--- src/rtl/calc_pkg.sv ---
// Shared calculator front-panel types: keypad scan states, scan results, column strobes.
// Used by keypad_scanner and keypad_debounce.
package calc_pkg;

    localparam int KEY_W = 4;

    typedef enum logic [2:0] {
        DRV0 = 3'd0,
        SMP0 = 3'd1,
        DRV1 = 3'd2,
        SMP1 = 3'd3,
        DRV2 = 3'd4,
        SMP2 = 3'd5,
        DRV3 = 3'd6,
        SMP3 = 3'd7
    } scan_state_e;

    typedef enum logic [1:0] {
        NONE  = 2'd0,
        ONE   = 2'd1,
        MULTI = 2'd2
    } scan_res_e;

    localparam logic [3:0] COL0 = 4'b1000;
    localparam logic [3:0] COL1 = 4'b0100;
    localparam logic [3:0] COL2 = 4'b0010;
    localparam logic [3:0] COL3 = 4'b0001;

    function automatic logic [3:0] col_strobe(input logic [1:0] idx);
        case (idx)
            2'd0:    col_strobe = COL0;
            2'd1:    col_strobe = COL1;
            2'd2:    col_strobe = COL2;
            default: col_strobe = COL3;
        endcase
    endfunction

    // Row lines are wired reversed: ROW[3] is row 0, so bit r of the result is row r.
    function automatic logic [3:0] row_order(input logic [3:0] rows);
        row_order = {rows[0], rows[1], rows[2], rows[3]};
    endfunction

endpackage

--- src/rtl/keypad_debounce.sv ---
// Per-scan debounce: turns scan results into KEY/KEY_VALID/KEY_HELD; updates on the edge leaving SMP3.
// Optional auto-repeat under KEYPAD_REPEAT_EN.
module keypad_debounce
    import calc_pkg::*;
#(
    parameter int DEBOUNCE_SCANS = 4,
    parameter int REPEAT_SCANS   = 16
) (
    input  logic             slow_clock,
    input  logic             reset,
    input  logic             scan_done,
    input  scan_res_e        scan_res,
    input  logic [KEY_W-1:0] scan_code,
    output logic [KEY_W-1:0] key,
    output logic             key_valid,
    output logic             key_held
);

    localparam logic [3:0] DEB = 4'(DEBOUNCE_SCANS);

    logic [KEY_W-1:0] cand;
    logic [3:0]       press_cnt;
    logic [3:0]       rel_cnt;
    logic             armed;
    logic [3:0]       press_nxt;
    logic [3:0]       rel_nxt;
    logic             rpt_fire;

    always_comb begin
        press_nxt = 4'd1;
        if (scan_code == cand)
            press_nxt = (press_cnt == DEB) ? DEB : press_cnt + 4'd1;
        rel_nxt = (rel_cnt == DEB) ? DEB : rel_cnt + 4'd1;
    end

`ifdef KEYPAD_REPEAT_EN
    localparam logic [7:0] RPT = 8'(REPEAT_SCANS);

    logic [7:0] rpt_cnt;
    logic       rpt_hit;

    assign rpt_hit  = key_held && (scan_res == ONE) && (scan_code == key);
    assign rpt_fire = scan_done && rpt_hit && (rpt_cnt == RPT - 8'd1);

    always_ff @(posedge slow_clock or negedge reset) begin
        if (!reset)
            rpt_cnt <= 8'd0;
        else if (scan_done)
            rpt_cnt <= (rpt_hit && !rpt_fire) ? rpt_cnt + 8'd1 : 8'd0;
    end
`else
    assign rpt_fire = 1'b0;
`endif

    always_ff @(posedge slow_clock or negedge reset) begin
        if (!reset) begin
            cand      <= '0;
            press_cnt <= 4'd0;
            rel_cnt   <= 4'd0;
            armed     <= 1'b1;
            key       <= '0;
            key_valid <= 1'b0;
            key_held  <= 1'b0;
        end else begin
            key_valid <= 1'b0;
            if (scan_done) begin
                case (scan_res)
                    ONE: begin
                        cand      <= scan_code;
                        press_cnt <= press_nxt;
                        rel_cnt   <= 4'd0;
                        if (press_nxt == DEB && armed) begin
                            key       <= scan_code;
                            key_valid <= 1'b1;
                            key_held  <= 1'b1;
                            armed     <= 1'b0;
                        end else if (rpt_fire) begin
                            key_valid <= 1'b1;
                        end
                    end
                    NONE: begin
                        press_cnt <= 4'd0;
                        rel_cnt   <= rel_nxt;
                        if (rel_nxt == DEB) begin
                            armed    <= 1'b1;
                            key_held <= 1'b0;
                        end
                    end
                    default: begin
                        // Ghosting / multi-key: neither a press nor a release.
                        press_cnt <= 4'd0;
                        rel_cnt   <= 4'd0;
                    end
                endcase
            end
        end
    end

endmodule

--- src/rtl/keypad_scanner.sv ---
// 4x4 keypad scanner: 8-state column scan, row capture, one-hot detection, debounced key output.
// KEYPAD_REPEAT_EN enables auto-repeat of a held key every REPEAT_SCANS scans.
module keypad_scanner
    import calc_pkg::*;
#(
    parameter int DEBOUNCE_SCANS = 4,
    parameter int REPEAT_SCANS   = 16
) (
    input  logic             slow_clock,
    input  logic             reset,
    input  logic [3:0]       ROW,
    output logic [3:0]       COL,
    output logic [KEY_W-1:0] KEY,
    output logic             KEY_VALID,
    output logic             KEY_HELD
);

    scan_state_e      state;
    logic [11:0]      seen;
    logic [15:0]      hits;
    logic [4:0]       nbits;
    logic [KEY_W-1:0] scan_code;
    scan_res_e        scan_res;
    logic             scan_done;

    always_ff @(posedge slow_clock or negedge reset) begin
        if (!reset)
            state <= DRV0;
        else
            state <= scan_state_e'(state + 3'd1);
    end

    assign COL       = col_strobe(state[2:1]);
    assign scan_done = (state == SMP3);

    // Columns 0-2 are held here; column 3 is taken live on the evaluating edge.
    always_ff @(posedge slow_clock or negedge reset) begin
        if (!reset) begin
            seen <= '0;
        end else begin
            case (state)
                SMP0:    seen[3:0]  <= row_order(ROW);
                SMP1:    seen[7:4]  <= row_order(ROW);
                SMP2:    seen[11:8] <= row_order(ROW);
                default: ;
            endcase
        end
    end

    // Bit index of hits is the key code {col_idx, row_idx}.
    assign hits = {row_order(ROW), seen};

    always_comb begin
        nbits     = 5'd0;
        scan_code = '0;
        for (int i = 0; i < 16; i++) begin
            if (hits[i]) begin
                nbits     = nbits + 5'd1;
                scan_code = 4'(i);
            end
        end
        if (nbits == 5'd0)
            scan_res = NONE;
        else if (nbits == 5'd1)
            scan_res = ONE;
        else
            scan_res = MULTI;
    end

    keypad_debounce #(
        .DEBOUNCE_SCANS(DEBOUNCE_SCANS),
        .REPEAT_SCANS  (REPEAT_SCANS)
    ) u_debounce (
        .slow_clock(slow_clock),
        .reset     (reset),
        .scan_done (scan_done),
        .scan_res  (scan_res),
        .scan_code (scan_code),
        .key       (KEY),
        .key_valid (KEY_VALID),
        .key_held  (KEY_HELD)
    );

endmodule

--- config.mk ---
export PLATFORM = sky130hd
export DESIGN_NAME = keypad_scanner
export DESIGN_NICKNAME = d
export VERILOG_FILES = /design/src/rtl/calc_pkg.sv /design/src/rtl/keypad_debounce.sv /design/src/rtl/keypad_scanner.sv
export SDC_FILE = /design/constraint.sdc
export NUM_CORES = 1
export LEC_CHECK = 0
export ABC_AREA = 0
export CAP_MARGIN = 20
export CORE_ASPECT_RATIO = 1.25
export CORE_MARGIN = 2
export CORE_UTILIZATION = 62
export CTS_CLUSTER_SIZE = 14
export DETAILED_ROUTE_END_ITERATION = 12
export PLACE_DENSITY = 0.82
export SETUP_SLACK_MARGIN = 0.15
export SLEW_MARGIN = 20
export SYNTH_ARGS = -nofsm -noshare
export SYNTH_HDL_FRONTEND = slang
export SYNTH_SLANG_ARGS = --single-unit
--- constraint.sdc ---
create_clock -name slow_clock -period 9.81 [get_ports slow_clock]
set_input_delay 1.4715 -clock slow_clock [delete_from_list [all_inputs] [get_ports slow_clock]]
set_output_delay 1.4715 -clock slow_clock [all_outputs]
set_load 0.02 [all_outputs]
==> impl_results.rst <==
.. list-table::
   :header-rows: 1

   * - Metric
     - Value
   * - Rel. slew slack
     - 0.521
   * - Final hold vios
     - 0
   * - Clock group share of total power
     - 0.092
   * - Final setup TNS
     - 0 ns
   * - Cell Area, Synth
     - 3450 sq um
   * - # nets final
     - 443
   * - Placed wire-length estimate after detailed placement
     - 5310 um
   * - Via count
     - 2871
   * - CTS Root Cell
     - sky130_fd_sc_hd__clkbuf_8
   * - Clock buffers created by TritonCTS
     - 5
   * - Register area
     - 853 sq um
   * - Remaining routing DRC violations
     - 0
   * - Buffers added on ports
     - 15
   * - Initial antenna violation count
     - 0
   * - Cell-internal power
     - 0.000647 W
   * - Slew of the pin with the lowest slew margin
     - 0.713 ns
   * - Ratio of cells with drive above 1 in the final layout
     - 0.214
   * - Yosys warning total
     - 0
   * - Final critical delay including setup and external delays
     - 9.31 ns
   * - # diodes
     - 0
   * - Unrepaired setup endpoints after global routing
     - no
   * - CP endpoint kind
     - register
   * - Top-Level Pins
     - 16
   * - Width of the die
     - roughly 70 um
   * - Footprint of the multi-input gates
     - between 2000 and 3000 sq um
   * - Avg Inst Size Synth
     - around 8.9 sq um
   * - Number of levels in the clock H-tree
     - 2
   * - Prevailing post-synth register cell
     - sky130_fd_sc_hd__dfrtp_1
   * - Count of cell types in the netlist
     - 67
   * - Switching power as a share of total power
     - 0.450
   * - Post-Route WL
     - 7350 um
   * - Share of the yosys chip area belonging to registers
     - 0.247
   * - Mapped Nets
     - 418
   * - Final RePlAce weighted congestion
     - about 0.82
   * - Overflow left after global routing
     - 0
   * - Via count of the first global-routing pass
     - 2698
   * - Number of hold buffers added after CTS
     - 0
   * - TritonCTS clock tree
     - done
   * - Most frequent cell on the critical path
     - sky130_fd_sc_hd__ha_1
   * - Largest stage delay on the critical path
     - 0.41 ns
   * - Count of TritonRoute iterations in the first routing pass
     - 4
   * - Combinational Power Share
     - 0.768
   * - #FFs+latches synth
     - 34
   * - Number of sinks driven by the clock tree
     - 34
   * - Pin count of the biggest net entering global routing
     - 35
   * - Max clock buf depth
     - 2
   * - Total die area
     - 6180 sq um
   * - Clk_lat worst skew
     - between 0.2 and 0.3 ns
   * - Area growth from synthesis to layout
     - 14.9%
   * - Core outline area
     - 5410 sq um
   * - ANT nets after route
     - 0
   * - Pwr/cell area
     - ~300 nW/um^2
   * - Post-synthesis async set-or-reset flop share
     - 1.00
   * - Class of the tightest hold or removal check
     - reg -> reg
   * - Count of routing violations after the opening detailed-route iteration
     - 141
   * - Fmax
     - 0.107 GHz
   * - # fillers
     - approximately 380
   * - Via-to-Cell Ratio
     - 5.99
   * - Wire length of the first global-routing pass
     - between 10000 and 15000 um
   * - Std-Cell Rows
     - 30
   * - Top delay family on crit path
     - adder cells
   * - Class of the most critical setup path
     - reg -> reg
   * - Post-route non-filler standard cell count
     - between 400 and 500
   * - Utilization after layout
     - 0.734
   * - Initial core utilization
     - 0.639
   * - Max-capacitance violation count
     - 0
   * - Final setup violation count
     - 0
   * - Worst-case clock skew
     - 0.00278 ns
   * - Routed wire length per instance
     - approximately 15 um
   * - Clock slew at the register clock pins of the worst setup and hold paths
     - around 0.07 ns
   * - Total instance count after detailed placement
     - 457
   * - Total routing resource utilization after global routing
     - 0.240
   * - Crit path buffers/inverters
     - 3
   * - Relative contribution of sequential cells to total power
     - 0.140
   * - Count of flip-flops with a built-in enable after synthesis
     - 0
   * - Data required time at the worst endpoint
     - between 9 and 10 ns
   * - Largest fanout on the critical path
     - 5
   * - Final worst path period share
     - 0.950
   * - Critical-path top delay cell
     - sky130_fd_sc_hd__dfrtp_1
   * - Peak supply drop
     - 279 uV
   * - Outcome
     - finished, final reports clean
   * - Static Leak
     - 1.75 nW
   * - Vertical extent of the die
     - 87.4 um
   * - Arrival @ worst endpoint
     - 9.49 ns
   * - Number of pins exceeding their max-slew limit in the final report
     - 0
   * - Reported net switching power
     - 0.000529 W
   * - Setup crit start kind
     - register
   * - Number of instances in the synthesized netlist
     - approximately 400
## state kept, by name (all words and copies together), names as in the netlist
register / count
u_debounce.key_held: 1
u_debounce.press_cnt: 4
seen: 12
state: 3
u_debounce.key_valid: 1
u_debounce.armed: 1
u_debounce.rel_cnt: 4
u_debounce.key: 4
u_debounce.cand: 4
## cells by family (layout without fill, tap and decap cells)
family          count (synthesis)  after routing  share of synthesized area
compound gates                 78             78                      0.153
xor+xnor                       50             50                      0.175
fa+ha+maj                      24             24                     0.0863
buf+inv                        46             72                     0.0602
flops                          34             34                      0.247
mux                            27             27                     0.0895
simple gates                  130            130                      0.190
## Yosys cell counts (2+ instances only)
master	n	share of area
sky130_fd_sc_hd__a211oi_1	3	0.0065
sky130_fd_sc_hd__a21oi_1	15	0.022
sky130_fd_sc_hd__a31o_2	2	0.0051
sky130_fd_sc_hd__a31oi_1	2	0.0036
sky130_fd_sc_hd__and2_1	3	0.0054
sky130_fd_sc_hd__and3_1	2	0.0036
sky130_fd_sc_hd__buf_2	2	0.0029
sky130_fd_sc_hd__buf_4	2	0.0043
sky130_fd_sc_hd__buf_6	2	0.0065
sky130_fd_sc_hd__clkbuf_1	7	0.0076
sky130_fd_sc_hd__dfrtp_1	33	0.24
sky130_fd_sc_hd__ha_1	23	0.083
sky130_fd_sc_hd__inv_1	32	0.035
sky130_fd_sc_hd__mux2_2	15	0.049
sky130_fd_sc_hd__mux2_4	4	0.017
sky130_fd_sc_hd__mux2i_1	8	0.023
sky130_fd_sc_hd__nand2_1	49	0.053
sky130_fd_sc_hd__nand2b_1	3	0.0054
sky130_fd_sc_hd__nand3_1	14	0.020
sky130_fd_sc_hd__nand4_1	5	0.0091
sky130_fd_sc_hd__nor2_1	26	0.028
sky130_fd_sc_hd__nor2b_1	6	0.011
sky130_fd_sc_hd__nor3_1	5	0.0072
sky130_fd_sc_hd__nor4_1	5	0.0091
sky130_fd_sc_hd__o2111ai_1	2	0.0051
sky130_fd_sc_hd__o211ai_1	4	0.0087
sky130_fd_sc_hd__o21a_1	5	0.011
sky130_fd_sc_hd__o21ai_0	19	0.028
sky130_fd_sc_hd__o22ai_1	7	0.013
sky130_fd_sc_hd__o2bb2ai_1	2	0.0051
sky130_fd_sc_hd__o311ai_0	3	0.0076
sky130_fd_sc_hd__o31ai_1	3	0.0065
sky130_fd_sc_hd__or3_1	2	0.0036
sky130_fd_sc_hd__xnor2_1	23	0.058
sky130_fd_sc_hd__xnor3_1	3	0.020
sky130_fd_sc_hd__xnor3_2	2	0.014
sky130_fd_sc_hd__xor2_1	16	0.041
## power by group through the flow
stage	Combinational, W	Sequential [W]	Clock [W]
6_report	0.000902	0.000164	0.000109
5_1_grt	0.000988	0.000166	0.000117
4_1_cts	0.000725	0.000163	0.000111
3_5_place_dp	0.000700	0.000166	0
3_3_place_gp	0.000674	0.000165	0
2_1_floorplan	0.000587	0.000160	0
## metal layers
layer / global-route usage / vias to the layer above / wire length (um)
met3: 0.0301 / 8 / 144
met5: 0 / - / 0
met4: 0.0789 / 0 / 79
li1: - / 1422 / -
met1: 0.291 / 1401 / 3160
met2: 0.438 / 40 / 3970
## stage by stage
step           setup WS, ns  hold WS [ns]  cell area [sq um]  power [W]
4_1_cts               0.154         0.465               3740   0.000999
3_5_place_dp        0.00236         0.456               3620   0.000866
2_1_floorplan         0.758         0.428               3450   0.000747
3_3_place_gp          0.279         0.449               3620   0.000839
6_report              0.495         0.461               3970    0.00118
5_1_grt              0.0357         0.476               3970    0.00127
## worst reg2reg max path, delay by kind of cell, from the launching register on
kind	cells	cell delay (ns)
mux	5	1.46
flops	1	0.41
simple gates	15	1.61
buf+inv	3	0.36
compound gates	8	1.28
fa+ha+maj	13	3.46
xor+xnor	4	0.67
## path summary, 6_finish.rpt
kind | from | end | slack [ns] | cells past startpoint
setup / recovery | seen[1]$_DFFE_PN0N_ | u_debounce.key[0]$_DFFE_PN0P_ | 0.50 | 48
hold / removal | state[0]$_DFF_PN0_ | state[0]$_DFF_PN0_ | 0.46 | 1
setup reg to reg | seen[1]$_DFFE_PN0N_ | u_debounce.key[0]$_DFFE_PN0P_ | 0.50 | 48
hold reg to reg | state[0]$_DFF_PN0_ | state[0]$_DFF_PN0_ | 0.46 | 1
max in group asynchronous | reset | u_debounce.armed$_DFFE_PN1P_ | 7.91 | 2
min in group asynchronous | reset | u_debounce.key_held$_DFFE_PN0P_ | 1.58 | 2
## cell type report
cell class | instances | area share
clock buffer | 6 | 0.0208
clock inverter | 2 | 0.00316
inverter | 32 | 0.0303
multi-input combinational | 309 | 0.640
sequential | 34 | 0.215
tap | 64 | 0.0202
timing repair buffer | 32 | 0.0701
## placed cells by master (no fill, tap or decap), drive strengths merged, types with 16 or more instances in the layout
master | netlist | routed
xor2 | 16 | 16
nand2 | 49 | 49
o21ai | 19 | 19
ha | 23 | 23
xnor2 | 25 | 25
inv | 32 | 32
nand3 | 16 | 16
mux2 | 19 | 19
buf | 6 | 17
dfrtp | 33 | 33
nor2 | 27 | 27
## timing repair
action / 4_1_cts / 5_1_grt
pin swaps: 2 / 10
setup buffers: 1 / 13
gates resized for setup: 3 / 28
endpoints found under the setup margin: 8 / 19
No activity file was read; power rests on OpenSTA's default activity.
==> variant, RTL diff (same flow settings) <==
Put a register stage on the output `KEY_VALID`, cleared by the reset. The value now appears one clock later. The other outputs are not delayed to match.
--- a/src/rtl/keypad_scanner.sv
+++ b/src/rtl/keypad_scanner.sv
@@ -16,2 +16,4 @@
 );
+
+    logic KEY_VALID_d;
 
@@ -79,3 +81,3 @@
         .key       (KEY),
-        .key_valid (KEY_VALID),
+        .key_valid (KEY_VALID_d),
         .key_held  (KEY_HELD)
@@ -83,2 +85,10 @@
 
+    always_ff @(posedge slow_clock or negedge reset) begin
+        if (!reset) begin
+            KEY_VALID <= '0;
+        end else begin
+            KEY_VALID <= KEY_VALID_d;
+        end
+    end
+
 endmodule
Formal check against the unedited RTL: no difference found for any inputs over 10 cycles, from zero or initial values and one cycle with reset low; that may be too few to reach the edited logic, so the function may still have changed.
==> variant against the original RTL <==
- worst setup slack better by 0.010 ns
- synthesized area is 0.72% higher
- final area is 0.44% lower
- non-clock buffer count stayed put
- cell count is 0.21% higher
- sequential cell count is 1 higher
- clock skew is 0.0024 ns higher
- total power is 4.2% lower
- clock power is 12% lower
- maximum frequency is 0.11% higher
- wire length is 5.9% lower
==> variant: results (changes against the original RTL) <==
stage;metric;value;unit;change
yosys;yosysSeqAreaShare;25.2;%;was 24.7%
worst_setup_path;arrival;9.47;ns;was 9.49 ns
grt;grt_first_pass_wirelength;11800;um;was 12100 um
timing;skew;0.00521;ns;was 0.00278 ns
cells_and_area;finalNonFillerCells;480;;was 479
yosys;synth_fa_ha_area_share;8.56;%;was 8.63%
power;leakage;1.76;nW;was 1.75 nW
yosys;synth_common_cells;nand2_1 (49), dfrtp_1 (34), inv_1 (32);;was nand2_1 (49), dfrtp_1 (33), inv_1 (32)
grt;grt_pass1_vias;2717;;was 2698
worst_setup_path;crit_path_max_fanout;6;;was 5
yosys;syn_nets;419;;was 418
grt;use_met3;3.34;%;was 3.01%
cells_and_area;nNetsFinal;444;;was 443
grt;grt_use_met2;39.3;%;was 43.8%
yosys;syn_inst;390;;was 389
grt;grt_max_degree;36;;was 35
route;initialDrtViolationCount;140;;was 141
route;met3_length;174;um;was 144 um
timing;period_minus_slack;9.30;ns;was 9.31 ns
route;routed_wirelength;6920;um;was 7350 um
placed_design;dp_cells;459;;was 457
yosys;synthMuxAreaShare;8.89;%;was 8.95%
yosys;synth_xor_area_share;17.3;%;was 17.5%
yosys;synthTopCellsByArea;dfrtp_1 (24%), ha_1 (8.3%), xnor2_1 (5.8%);;unchanged
yosys;synth-compound-area-share;15.2;%;was 15.3%
route;drt-met1-wl;3060;um;was 3160 um
cells_and_area;drive_gt1_share;19.5;%;was 21.4%
placed_design;place.gp.congestion;0.889;;was 0.822
power;max-vdd-ir-drop;0.000493;V;was 0.000279 V
timing;slew_headroom;53.2;%;was 52.1%
run_status;status;finished, final reports clean;;unchanged
grt;grt_use_total;23.1;%;was 24.0%
placed_design;post_dp_cell_area;0.00365;mm2;was 0.00362 mm2
grt;grt_use_met1;29.4;%;was 29.1%
route;wl_met2;3510;um;was 3970 um
## variant: area by class of cell
type / count / area (um2)
Clock buffer: 7 / 76.3
Clock inverter: 1 / 5.00
Fill cell: 405 / 1460
Inverter: 32 / 120
Multi-Input combinational cell: 309 / 2510
Sequential cell: 35 / 878
Tap cell: 64 / 80.1
Timing Repair Buffer: 32 / 278
## variant: where the power goes
part | internal [mW] | switching [mW] | total, mW
logic | 0.421 | 0.442 | 0.863
registers | 0.155 | 0.0123 | 0.167
clock network | 0.0497 | 0.0464 | 0.0961
total | 0.626 | 0.501 | 1.13
## variant: worst paths after layout
kind	startpoint	endpoint	slack, ns	depth (start not counted)
worst max-delay path	seen[1]	u_debounce.key[1]	0.51	48
worst min-delay path	u_debounce.key_valid	KEY_VALID	0.37	0
worst max register to register	seen[1]	u_debounce.key[1]	0.51	48
worst min register to register	u_debounce.key_valid	KEY_VALID	0.37	0
max in group asynchronous	reset	seen[2]	7.87	2
min in group asynchronous	reset	u_debounce.press_cnt[1]	1.60	2
## variant: critical path, delay by kind of cell, from the launching register on
kind	cells	cell delay, ns
AO/OA/AOI/OAI	8	1.22
XOR/XNOR	4	0.62
adder cells (fa/ha/maj)	13	3.49
buffers and inverters	3	0.41
flip-flops	1	0.40
multiplexers	5	1.42
AND/OR/NAND/NOR	15	1.63
## variant: repair_timing
item	in CTS	in global routing
pin swaps	1	11
setup endpoints to repair	4	19
resized for setup	3	24
buffers inserted	0	13
## variant: cell families (layout without fill, tap and decap cells)
kind of cell	count (synthesis)	count (layout)
xor gates and xnor gates	50	50
muxes	27	27
buffers and inverters	46	72
adders and majority gates	24	24
AOI/OAI and AO/OA	78	78
and+or+nand+nor	130	130
DFF	35	35
